### src/rtl/simmem_write_requester.sv
// Write-side traffic generator for the simulated memory controller: queues burst commands and
// drives AW and W independently, letting W lead AW by at most MaxDataLead beats.

package simmem_pkg;
  localparam int unsigned IdWidth          = 4;
  localparam int unsigned AddrWidth        = 32;
  localparam int unsigned MaxBurstLenField = 4;
  localparam int unsigned MaxBurstEffLen   = 1 << MaxBurstLenField;
  localparam int unsigned EffLenW          = MaxBurstLenField + 1;

  typedef struct packed {
    logic [IdWidth-1:0]          id;
    logic [AddrWidth-1:0]        addr;
    logic [MaxBurstLenField-1:0] burst_len;
  } waddr_t;

  // AXI-style encoding: a burst_len field of N means N+1 beats.
  function automatic logic [EffLenW-1:0] get_effective_burst_len(
      input logic [MaxBurstLenField-1:0] burst_len);
    return {1'b0, burst_len} + EffLenW'(1);
  endfunction
endpackage

module simmem_write_requester
  import simmem_pkg::*;
#(
  parameter int unsigned CmdDepth    = 4,
  parameter int unsigned MaxDataLead = 8
) (
  input  logic   clk_i,
  input  logic   rst_i,
  input  waddr_t cmd_waddr_i,
  input  logic   cmd_valid_i,
  output logic   cmd_ready_o,
  input  logic   aw_en_i,
  input  logic   w_en_i,
  output waddr_t waddr_o,
  output logic   waddr_valid_o,
  input  logic   waddr_ready_i,
  output logic   wdata_valid_o,
  output logic   wdata_last_o,
  input  logic   wdata_ready_i,
  output logic signed [$clog2(MaxBurstEffLen*CmdDepth)+1:0] lead_cnt_o
);

  localparam int unsigned IdxW  = $clog2(CmdDepth);
  localparam int unsigned PtrW  = IdxW + 1;
  localparam int unsigned LeadW = $clog2(MaxBurstEffLen * CmdDepth) + 2;

  waddr_t                      mem_q [CmdDepth];
  logic   [PtrW-1:0]           wr_ptr_q, wr_ptr_d;
  logic   [PtrW-1:0]           aw_ptr_q, aw_ptr_d;
  logic   [PtrW-1:0]           w_ptr_q, w_ptr_d;
  logic   [PtrW-1:0]           occ_q, occ_d;
  logic   [PtrW-1:0]           aw_occ, w_occ;
  logic   [MaxBurstLenField-1:0] beat_cnt_q, beat_cnt_d;
  logic signed [LeadW-1:0]     lead_cnt_q, lead_cnt_d;
  logic signed [LeadW-1:0]     aw_len;
  logic                        lead_ok;
  logic                        enq, aw_hs, w_hs;

  // Output/valid logic depends only on registered state and the enables, never on readies.
  always_comb begin
    lead_ok       = lead_cnt_q < $signed(LeadW'(MaxDataLead));
    cmd_ready_o   = occ_q < PtrW'(CmdDepth);
    waddr_o       = mem_q[aw_ptr_q[IdxW-1:0]];
    waddr_valid_o = aw_en_i && (aw_ptr_q != wr_ptr_q);
    wdata_valid_o = w_en_i && (w_ptr_q != wr_ptr_q) && lead_ok;
    wdata_last_o  = wdata_valid_o && (beat_cnt_q == mem_q[w_ptr_q[IdxW-1:0]].burst_len);
    lead_cnt_o    = lead_cnt_q;
    aw_len        = LeadW'(get_effective_burst_len(waddr_o.burst_len));
  end

  assign enq   = cmd_valid_i && cmd_ready_o;
  assign aw_hs = waddr_valid_o && waddr_ready_i;
  assign w_hs  = wdata_valid_o && wdata_ready_i;

  always_comb begin
    wr_ptr_d   = wr_ptr_q;
    aw_ptr_d   = aw_ptr_q;
    w_ptr_d    = w_ptr_q;
    beat_cnt_d = beat_cnt_q;
    lead_cnt_d = lead_cnt_q;
    if (enq) begin
      wr_ptr_d = wr_ptr_q + PtrW'(1);
    end
    if (aw_hs) begin
      aw_ptr_d   = aw_ptr_q + PtrW'(1);
      lead_cnt_d = lead_cnt_d - aw_len;
    end
    if (w_hs) begin
      lead_cnt_d = lead_cnt_d + LeadW'(1);
      if (wdata_last_o) begin
        beat_cnt_d = '0;
        w_ptr_d    = w_ptr_q + PtrW'(1);
      end else begin
        beat_cnt_d = beat_cnt_q + MaxBurstLenField'(1);
      end
    end
    // An entry stays occupied until the slower of the AW and W paths has passed it.
    aw_occ = wr_ptr_d - aw_ptr_d;
    w_occ  = wr_ptr_d - w_ptr_d;
    occ_d  = (aw_occ > w_occ) ? aw_occ : w_occ;
  end

  always_ff @(posedge clk_i) begin
    if (rst_i) begin
      wr_ptr_q   <= '0;
      aw_ptr_q   <= '0;
      w_ptr_q    <= '0;
      occ_q      <= '0;
      beat_cnt_q <= '0;
      lead_cnt_q <= '0;
    end else begin
      wr_ptr_q   <= wr_ptr_d;
      aw_ptr_q   <= aw_ptr_d;
      w_ptr_q    <= w_ptr_d;
      occ_q      <= occ_d;
      beat_cnt_q <= beat_cnt_d;
      lead_cnt_q <= lead_cnt_d;
    end
  end

  always_ff @(posedge clk_i) begin
    if (enq) begin
      mem_q[wr_ptr_q[IdxW-1:0]] <= cmd_waddr_i;
    end
  end

endmodule

### config.mk
export PLATFORM = sky130hd
export DESIGN_NAME = simmem_write_requester
export DESIGN_NICKNAME = d
export VERILOG_FILES = /design/src/rtl/simmem_write_requester.sv
export SDC_FILE = /design/constraint.sdc
export NUM_CORES = 1
export LEC_CHECK = 0
export BUFFER_PORTS_ARGS = -buffer_cell sky130_fd_sc_hd__clkbuf_2
export CAP_MARGIN = 5
export CORE_MARGIN = 4
export CORE_UTILIZATION = 33
export CTS_CLUSTER_SIZE = 28
export DETAILED_ROUTE_END_ITERATION = 10
export SYNTH_ARGS = -nofsm -noshare
export SYNTH_HDL_FRONTEND = slang
export SYNTH_SLANG_ARGS = --single-unit
### constraint.sdc
create_clock -name clk_i -period 7.1 [get_ports clk_i]
set_clock_uncertainty 0.1 [all_clocks]
set_input_delay 0.355 -clock clk_i [delete_from_list [all_inputs] [get_ports clk_i]]
set_output_delay 0.355 -clock clk_i [all_outputs]
set_load 0.1 [all_outputs]
==> impl_metrics.csv <==
group,metric,value,unit
setup_path,worst_path_dominant_cell_family,"multiplexers",
cts,cts_max_level,4,
logic_synthesis,synthFlopType,"edfxtp_1",
logic_synthesis,yosysSeqAreaShare,0.6835,
cts,clock_latency,0.42,ns
cts,path_clk_slew,0.08,ns
global_route,grt_antenna_before_repair,1,
hold_path,hold_start,"cmd_waddr_i[18]",
global_route,grt_pass1_wl,24140,um
setup_path,setup.worst_path.end_class,"flop",
layout,fin_util,0.3997,
logic_synthesis,synth_common_cells,"edfxtp_1 (160), mux4_2 (44), dfxtp_1 (22)",
logic_synthesis,synth_cell_types,55,
cts,clock_path_buffers,2,
floorplan,coreArea,22780,um^2
power,vdd_drop_max,0.0002421,V
logic_synthesis,synthMuxAreaShare,0.1361,
drt,top_layer,"met5",
timing,max_freq,228.7,MHz
layout,final-seq-area,5250,um^2
logic_synthesis,synth.area.top_cells,"edfxtp_1 (63%), mux4_2 (13%), dfxtp_1 (5.7%), ha_1 (2.9%), xor2_1 (1.6%)",
floorplan,dieArea,25760,um^2
layout,multi_input_area,2315,um^2
cts,post_cts_resized,0,
timing,rsz0062_at_grt,"false",
timing,drv_slew,0,
drt,wire_per_inst,18.19,um
cts,clock_sinks,182,
logic_synthesis,synthAdderAreaFrac,0.03718,
logic_synthesis,syn_avg_cell_area,18.63,um^2
logic_synthesis,synth-xor-area-share,0.04142,
layout,fillers,2084,
logic_synthesis,ys_ff_latch,182,
setup_path,crit_chain,"mux4_2, ha_1, fa_1, nand2b_1, a21oi_1, xor2_1, or4b_1, a31oi_1, mux2_1",
layout,syn_to_final_growth,18.65,%
logic_synthesis,synth-compound-area-share,0.03783,
drt,num_vias,4077,
logic_synthesis,mappedNetlistNets,480,
drt,viasPerCell,4.831,
placed_design,dp_hpwl,9798,um
setup_path,worst-path-max-fanout,43,
timing,min_period,4.372,ns
global_route,grt_pass1_vias,4238,
cts,cts_setup_buffers,0,
logic_synthesis,synth_top_family_by_area,"multiplexers",
floorplan,ios,99,
floorplan,die_w,160.5,um
drt,wl_met2,7748,um
timing,max_slew.worst_pin.slew,1.058,ns
cts,hold_buffers,0,
timing,min_period_over_period,0.6158,
timing,hold_violations,0,
logic_synthesis,synthArstFlopShare,0,
drt,dr.pass1.iters,4,
setup_path,crit_required,7.31,ns
drt,drt-met1-wl,6507,um
global_route,overflow,0,
run,cap_violations,0,
setup_path,worstSetupStartpoint,"aw_ptr_q[0]$_SDFF_PP0_",
power,p_leak,0.003145,uW
drt,wl_met3,972,um
setup_path,max_stage_delay,0.97,ns
layout,drive_gt1_frac,0.3748,
setup_path,crit_slowest_cell,"dfxtp_4",
cts,cts_root_buf,"clkbuf_16",
drt,wl,15350,um
layout,fin_nets,586,
cts,cts_tree,"yes",
floorplan,fp-row-count,55,
cts,numCtsBuffers,17,
setup_path,worst-setup-path-type,"reg -> reg",
logic_synthesis,syn_area,7674,um^2
hold_path,hold_class,"in -> reg",
setup_path,path_buf_inv,0,
logic_synthesis,synthCells,412,
timing,final-setup-viol-count,0,
placed_design,io_buffers,98,
drt,first_iter_violations,263,
global_route,grt_max_degree,44,
drt,ant_nets,0,
global_route,track_usage,0.1210,
layout,n_antenna_cell,0,
setup_path,r2r-start,"aw_ptr_q[0]$_SDFF_PP0_",
logic_synthesis,yosys.area.top_type,"edfxtp_1",
logic_synthesis,synth_top_area_share,0.6261,
logic_synthesis,synth_warnings,0,
logic_synthesis,synth_edf_count,160,
logic_synthesis,synth_most_common_cell,"edfxtp_1",
timing,finalSetupTns,0,ns
setup_path,critPathLaunchType,"flop",
power,finalPower,3205,uW
placed_design,gp_congestion,0.8400,
power,power_density,352.0,nW/um^2
drt,drc,0,
floorplan,die_y,160.5,um
floorplan,initial_core_util,0.3369,
logic_synthesis,yosys.area_share.simple,0.04859,
setup_path,crit_arrival,4.58,ns
timing,slew_headroom,0.2949,
run_status,status,"completed",
## path summary, 6_finish.rpt
check	to	slack, ns	cells past startpoint
max	lead_cnt_o[6]$_SDFF_PP0_	2.73	9
min	mem_q[3][18]$_DFFE_PP_	0.05	1
max reg2reg	lead_cnt_o[6]$_SDFF_PP0_	2.73	9
min reg2reg	beat_cnt_q[0]$_SDFFE_PP0N_	0.43	2
## state kept, by name, summed over array words and instances, names as in the netlist
name / cells
mem_q: 160
lead_cnt_o: 8
beat_cnt_q: 4
aw_ptr_q: 3
w_ptr_q: 3
wr_ptr_q: 3
occ_q: 1
## cells by family (layout without fill, tap and decap cells)
group                      Yosys count  count (layout)
AOI/OAI and AO/OA                   33              33
xor gates and xnor gates            32              32
adders and majority gates           21              21
buffers and inverters               26             145
DFF                                182             182
muxes                               49              49
and+or+nand+nor                     69              69
## metrics by stage
| step | setup slack, ns | instance area [um^2] | std cells | hold slack, ns |
|---|---|---|---|---|
| final | 2.728 | 9105 | 844 | 0.04503 |
| after floorplan | 3.121 | 7674 | 412 | 0.3539 |
| after CTS | 2.664 | 9105 | 844 | 0.02212 |
| after global placement | 2.751 | 8518 | 812 | 0.4079 |
| after detailed placement | 2.663 | 8518 | 812 | 0.4277 |
| after global routing | 2.418 | 9105 | 844 | 0.02597 |
## power breakdown
part | switching, uW | internal (uW)
sequential | 58.7 | 1270
clock | 440 | 471
combinational | 733 | 234
## final cells by class
| type | count | share of cell area |
|---|---|---|
| Timing Repair Buffer | 102 | 0.05717 |
| Clock buffer | 17 | 0.04672 |
| Multi-Input combinational cell | 204 | 0.2542 |
| Sequential cell | 182 | 0.5766 |
| Inverter | 11 | 0.004535 |
| Tap cell | 313 | 0.04301 |
| Clock inverter | 15 | 0.01773 |
## layout by cell type (no fill, tap or decap), types with 6 or more instances in the layout
cell         n
edfxtp_1   160
clkbuf_2    98
mux4_2      44
nor2_1      21
dfxtp_1     20
ha_1        18
clkbuf_16   17
xor2_1      14
xnor2_1     13
inv_1       10
a21oi_1      9
nand2_1      7
nor2b_1      7
nand3_1      6
inv_8        6
## layer usage
| metal | GRT usage | up-vias |
|---|---|---|
| met5 | 0 | - |
| li1 | - | 1860 |
| met2 | 0.2003 | 101 |
| met4 | 0.02816 | 2 |
| met1 | 0.1523 | 2104 |
| met3 | 0.04439 | 10 |
Note: power is estimated with default switching activity, not from simulation.
